## config.mk

```make
export PLATFORM = sky130hd
export DESIGN_NAME = lcd_static_drv
export DESIGN_NICKNAME = d
export VERILOG_FILES = /design/src/rtl/lcd_static_drv.sv
export SDC_FILE = /design/constraint.sdc
export NUM_CORES = 1
export LEC_CHECK = 0
export BUFFER_PORTS_ARGS = -buffer_cell sky130_fd_sc_hd__buf_2
export CORE_MARGIN = 4
export CORE_UTILIZATION = 60
export DETAILED_ROUTE_END_ITERATION = 7
export PLACE_DENSITY = 0.84
export RECOVER_POWER = 100
export SKIP_CTS_REPAIR_TIMING = 1
export SYNTH_ARGS = -nofsm -noshare
export SYNTH_HDL_FRONTEND = slang
export SYNTH_SLANG_ARGS = --single-unit
```

## constraint.sdc

```tcl
create_clock -name LCD_clk -period 5.45 [get_ports LCD_clk]
set_clock_uncertainty 0.1 [all_clocks]
set_input_delay 0.545 -clock LCD_clk [delete_from_list [all_inputs] [get_ports LCD_clk]]
set_output_delay 0.545 -clock LCD_clk [all_outputs]
set_load 0.05 [all_outputs]
```

## src/rtl/lcd_static_drv.sv

```systemverilog
// rtl/lcd_static_drv.sv - static direct-drive LCD glass driver with frame-aligned shadow load
//
// Purpose:
//   Decodes four digit codes plus decimal-point/colon flags into 7-segment
//   patterns and drives the glass with a DC-balanced AC waveform. The
//   backplane (com) is a square wave with a half-period of CLK_DIV cycles.
//   Each segment line is driven in phase with com when off and in anti-phase
//   when on. Display content is latched into a shadow register only on
//   full-frame boundaries, so every segment spends equal time at each polarity.
//
// Parameters:
//   CLK_DIV      LCD_clk cycles per half-frame (>= 2)
//
// Ports:
//   LCD_clk      in   LCD domain clock, all state on rising edge
//   wb_rst_i     in   asynchronous active-high reset
//   LCD_digit0-3 in   8-bit digit codes (already in LCD_clk domain)
//   LCD_decPt0-2 in   decimal point flags
//   LCD_colon    in   colon flag
//   lcd_com_o    out  backplane drive
//   lcd_seg_o    out  segment drives: [7i+6:7i] digit i (g..a), [28..30] dp0..dp2, [31] colon
//   frame_o      out  one-cycle pulse in the cycle following every shadow load

module lcd_static_drv #(
    parameter int CLK_DIV = 16384
) (
    input  logic        LCD_clk,
    input  logic        wb_rst_i,
    input  logic [7:0]  LCD_digit0,
    input  logic [7:0]  LCD_digit1,
    input  logic [7:0]  LCD_digit2,
    input  logic [7:0]  LCD_digit3,
    input  logic        LCD_decPt0,
    input  logic        LCD_decPt1,
    input  logic        LCD_decPt2,
    input  logic        LCD_colon,
    output logic        lcd_com_o,
    output logic [31:0] lcd_seg_o,
    output logic        frame_o
);

    localparam int              CNT_W  = $clog2(CLK_DIV);
    localparam logic [CNT_W-1:0] TC_VAL = CNT_W'(CLK_DIV - 1);

    logic [CNT_W-1:0] div_cnt_q, div_cnt_d;
    logic             phase_q, phase_d;
    logic             init_q, init_d;
    logic [31:0]      shadow_q, shadow_d;
    logic [31:0]      seg_q, seg_d;
    logic             frame_q, frame_d;

    logic             tc;
    logic             load;
    logic [31:0]      decoded;

    // Code to segment pattern (bit 0 = a ... bit 6 = g).
    function automatic logic [6:0] glyph(input logic [7:0] c);
        logic [6:0] g;
        g = 7'h00;
        if (c[7]) begin
            g = c[6:0];
        end else begin
            case (c[6:0])
                7'h00:   g = 7'h3F;
                7'h01:   g = 7'h06;
                7'h02:   g = 7'h5B;
                7'h03:   g = 7'h4F;
                7'h04:   g = 7'h66;
                7'h05:   g = 7'h6D;
                7'h06:   g = 7'h7D;
                7'h07:   g = 7'h07;
                7'h08:   g = 7'h7F;
                7'h09:   g = 7'h6F;
                7'h0A:   g = 7'h77;
                7'h0B:   g = 7'h7C;
                7'h0C:   g = 7'h39;
                7'h0D:   g = 7'h5E;
                7'h0E:   g = 7'h79;
                7'h0F:   g = 7'h71;
                7'h10:   g = 7'h40;
                7'h11:   g = 7'h08;
                default: g = 7'h00;
            endcase
        end
        return g;
    endfunction

    always_comb begin
        decoded = {LCD_colon, LCD_decPt2, LCD_decPt1, LCD_decPt0,
                   glyph(LCD_digit3), glyph(LCD_digit2),
                   glyph(LCD_digit1), glyph(LCD_digit0)};

        tc        = (div_cnt_q == TC_VAL);
        div_cnt_d = tc ? '0 : div_cnt_q + CNT_W'(1);
        phase_d   = phase_q ^ tc;

        // Load right after reset, and at the end of the com=1 half so a new
        // pattern always starts a frame at com=0 and sees both polarities equally.
        load      = init_q | (tc & phase_q);
        init_d    = 1'b0;
        shadow_d  = load ? decoded : shadow_q;

        // Built from next-state values so com and seg switch on the same edge.
        seg_d     = shadow_d ^ {32{phase_d}};
        frame_d   = load;
    end

    always_ff @(posedge LCD_clk or posedge wb_rst_i) begin
        if (wb_rst_i) begin
            div_cnt_q <= '0;
            phase_q   <= 1'b0;
            init_q    <= 1'b1;
            shadow_q  <= '0;
            seg_q     <= '0;
            frame_q   <= 1'b0;
        end else begin
            div_cnt_q <= div_cnt_d;
            phase_q   <= phase_d;
            init_q    <= init_d;
            shadow_q  <= shadow_d;
            seg_q     <= seg_d;
            frame_q   <= frame_d;
        end
    end

    assign lcd_com_o = phase_q;
    assign lcd_seg_o = seg_q;
    assign frame_o   = frame_q;

endmodule
```

==> metrics.md <==
| Metric | Value |
|---|---|
| Final Non-Filler Cells | `596` |
| Dpl ws | `2041 ps` |
| RSZ-0062 raised after global routing | `false` |
| Synth area leaders | `dfrtp_1, ha_1, xor2_1, nand2_1, nor2_1` |
| RD Place Congestion | `0.8792` |
| Syn Std Cell Area | `between 0.004 and 0.005 mm2` |
| CP Class | `reg -> reg` |
| Final ANT Viol Nets | `0` |
| Worst skew pair latency | `340 ps` |
| Clk pwr share | `0.334` |
| TritonCTS Buffers | `9` |
| Syn Nets | `around 500` |
| Die ar. | `0.008926 mm2` |
| Fillers | `576` |
| Grt ovf | `0` |
| Tcrit/Tclk final | `0.6936` |
| Post-layout worst setup margin | `1670 ps` |
| Max-cap violations | `1` |
| Final nets | `~560` |
| Vias in the first global route | `3,283` |
| Violated checks | `capacitance limit, slew limit` |
| Yosys reg bits | `between 80 and 90` |
| Hold Path Cell Cnt | `3` |
| EDFF count, synth | `0` |
| Global-route wire length before repair | `15.24 mm` |
| Area grow syn2layout | `11.41%` |
| Synth top area share | `0.4462` |
| Chip width | `roughly 94 um` |
| Initial Utilization | `0.6186` |
| Commonest cells post-synth | `dfrtp_1, nand2_1, nor2_1, xor2_1` |
| Arr. time, crit path | `3840 ps` |
| Finish-stage setup viols | `0` |
| Clk sink count | `81` |
| Count leader, synth | `dfrtp_1` |
| Worst Tran Pin Value | `between 1500 and 2000 ps` |
| Cell variety after synth | `54` |
| Ys Warns | `0` |
| Setup crit end kind | `register` |
| Hpwl dp | `roughly 6.3 mm` |
| Crit Path Max Fanout | `45` |
| FP Rows | `31` |
| Hold Fails Final Rpt | `0` |
| Slew margin rel. | `-0.1062` |
| Max-slew violations | `34` |
| P per Cell Area | `283.8 mW/mm2` |
| CP startpoint kind | `register` |
| Required time worst endpoint | `5510 ps` |
| Clock transition at path regs | `80 ps` |
| R2R depth | `10` |
| Sum of negative setup slack | `0 ps` |
| Cell-internal power | `0.9928 mW` |
| WL per Instance | `approximately 15 um` |
| TritonCTS clock tree | `built` |
| Max Fclk | `264.5 MHz` |
| Switch Pwr | `0.4258 mW` |
| Combinational share of power | `0.197` |
| Core ar. | `just over 0.007 mm2` |
| GRT Total Usage | `0.2157` |
| Drt first pass iters | `4` |
| DR vias | `3,371` |
| Clock buffer depth | `2` |
| Port Buffer Count | `71` |
| Syn avg cell area | `a little over 10 um2` |
| Status | `complete, but fails checks` |
| Vias/cell | `around 5.7` |
| H-tree depth | `3` |
| Post-Synthesis Cells | `between 400 and 500` |
| Post-route minimum period | `3780 ps` |
| # diodes | `0` |
| Ys async rst share | `1.000` |
| Fraction of layout cells with a size suffix above 1 | `0.1590` |
| Primary FF master, synth | `dfrtp_1` |
| Root Driver | `clkbuf_8` |
| Sequential area share after synthesis | `0.4520` |
| Hold Crit Class | `in -> reg` |
| Net Sw Frac | `0.3001` |
| Leak | `2.370 nW` |
| Io pins | `72` |
| Reg power frac | `0.469` |
| Dpl cells | `581` |
| Synth area leader | `dfrtp_1` |
| DRC errors left | `0` |
| Drt total wl | `about 9 mm` |
| First-iteration detailed-routing DRC count | `257` |
| Largest net degree at the start of global routing | `82` |
| DIE HEIGHT | `about 94 um` |
| Worst vdd ir | `0.2449 mV` |
| Initial antenna violation count | `0` |
==> critical path: stages, from the launching register on <==
cell     delay (ps)
dfrtp_1         420
and4_1          250
nand2_1         110
nor4_1          930
ha_1            360
nor2_4           50
buf_4           270
inv_1           600
nor2_1          110
a21oi_1         280
xor2_1          100
==> state kept, by name, indices dropped and copies added (netlist names) <==
signal     flops
div_cnt_q     14
frame_o        1
init_q         1
lcd_com_o      1
lcd_seg_o     32
shadow_q      32
==> stage by stage <==
step                area (um2)  hold WS (ps)  power (mW)  utilization
floorplan                 4487         343.2      0.8865            -
global placement          4862         357.4      0.9550       0.6703
detailed placement        4862         367.1      0.9634       0.6703
CTS                       5080         347.2       1.437       0.7004
global route              4999         343.6       1.488       0.6892
finish                    4999         360.4       1.419       0.6892
==> cell usage in the layout, fill, tap and decap left out, drive strengths merged, types with 2 or more instances in the layout <==
master / count
a2111oi: 5
a211o: 2
a211oi: 11
a21oi: 28
a221oi: 6
a32oi: 5
and3: 3
buf: 39
bufinv: 2
clkbuf: 45
clkinvlp: 2
dfrtp: 80
ha: 26
inv: 16
mux2: 10
mux2i: 13
nand2: 36
nand2b: 5
nand3: 14
nand3b: 3
nand4: 3
nor2: 37
nor2b: 14
nor3: 4
nor4: 3
o211ai: 5
o21ai: 13
o21ba: 2
o311ai: 3
o31ai: 2
o41ai: 3
or3: 2
or4: 3
xnor2: 6
xor2: 36
==> cell type report <==
type,count,area (um2),area share
repair buffers,73,327.8,0.06558
clock buffers,11,141.4,0.02829
clock inverters,4,76.32,0.01527
multi-input cells,312,2240,0.4481
well taps,99,123.9,0.02478
flip-flops and latches,81,2028,0.4058
inverters,16,61.31,0.01227
==> path summary, 6_finish.rpt <==
path,startpoint,end,slack [ps]
max in group asynchronous,wb_rst_i,lcd_seg_o[1],4230
setup / recovery,div_cnt_q[2],lcd_seg_o[27],1670
setup reg to reg,div_cnt_q[2],lcd_seg_o[27],1670
min in group asynchronous,wb_rst_i,lcd_seg_o[24],420
hold / removal,LCD_decPt0,shadow_q[28],360
hold reg to reg,div_cnt_q[12],div_cnt_q[12],380
==> kinds of logic after synthesis <==
group / share of synthesized area
flops: 0.4520
fa+ha+maj: 0.07250
xor+xnor: 0.08198
other cells: 0.0008358
simple gates: 0.1456
compound gates: 0.1486
buf+inv: 0.04183
mux: 0.05661
==> routing by layer <==
| layer | part of all wire | global-route usage | up-vias |
|---|---|---|---|
| met5 | 0 | 0 | - |
| met4 | 0.014 | 0.06010 | 0 |
| met3 | 0.056 | 0.05976 | 12 |
| met2 | 0.50 | 0.3463 | 109 |
| met1 | 0.43 | 0.2887 | 1623 |
| li1 | - | - | 1627 |
==> power by group through the flow <==
| stage | Sequential (mW) | Combinational (mW) | Clock, mW |
|---|---|---|---|
| 2_1_floorplan | 0.757 | 0.130 | 0 |
| 3_3_place_gp | 0.674 | 0.281 | 0 |
| 3_5_place_dp | 0.675 | 0.289 | 0 |
| 4_1_cts | 0.664 | 0.291 | 0.482 |
| 5_1_grt | 0.669 | 0.304 | 0.516 |
| 6_report | 0.665 | 0.279 | 0.474 |
Note: power is estimated with default switching activity, not from simulation.
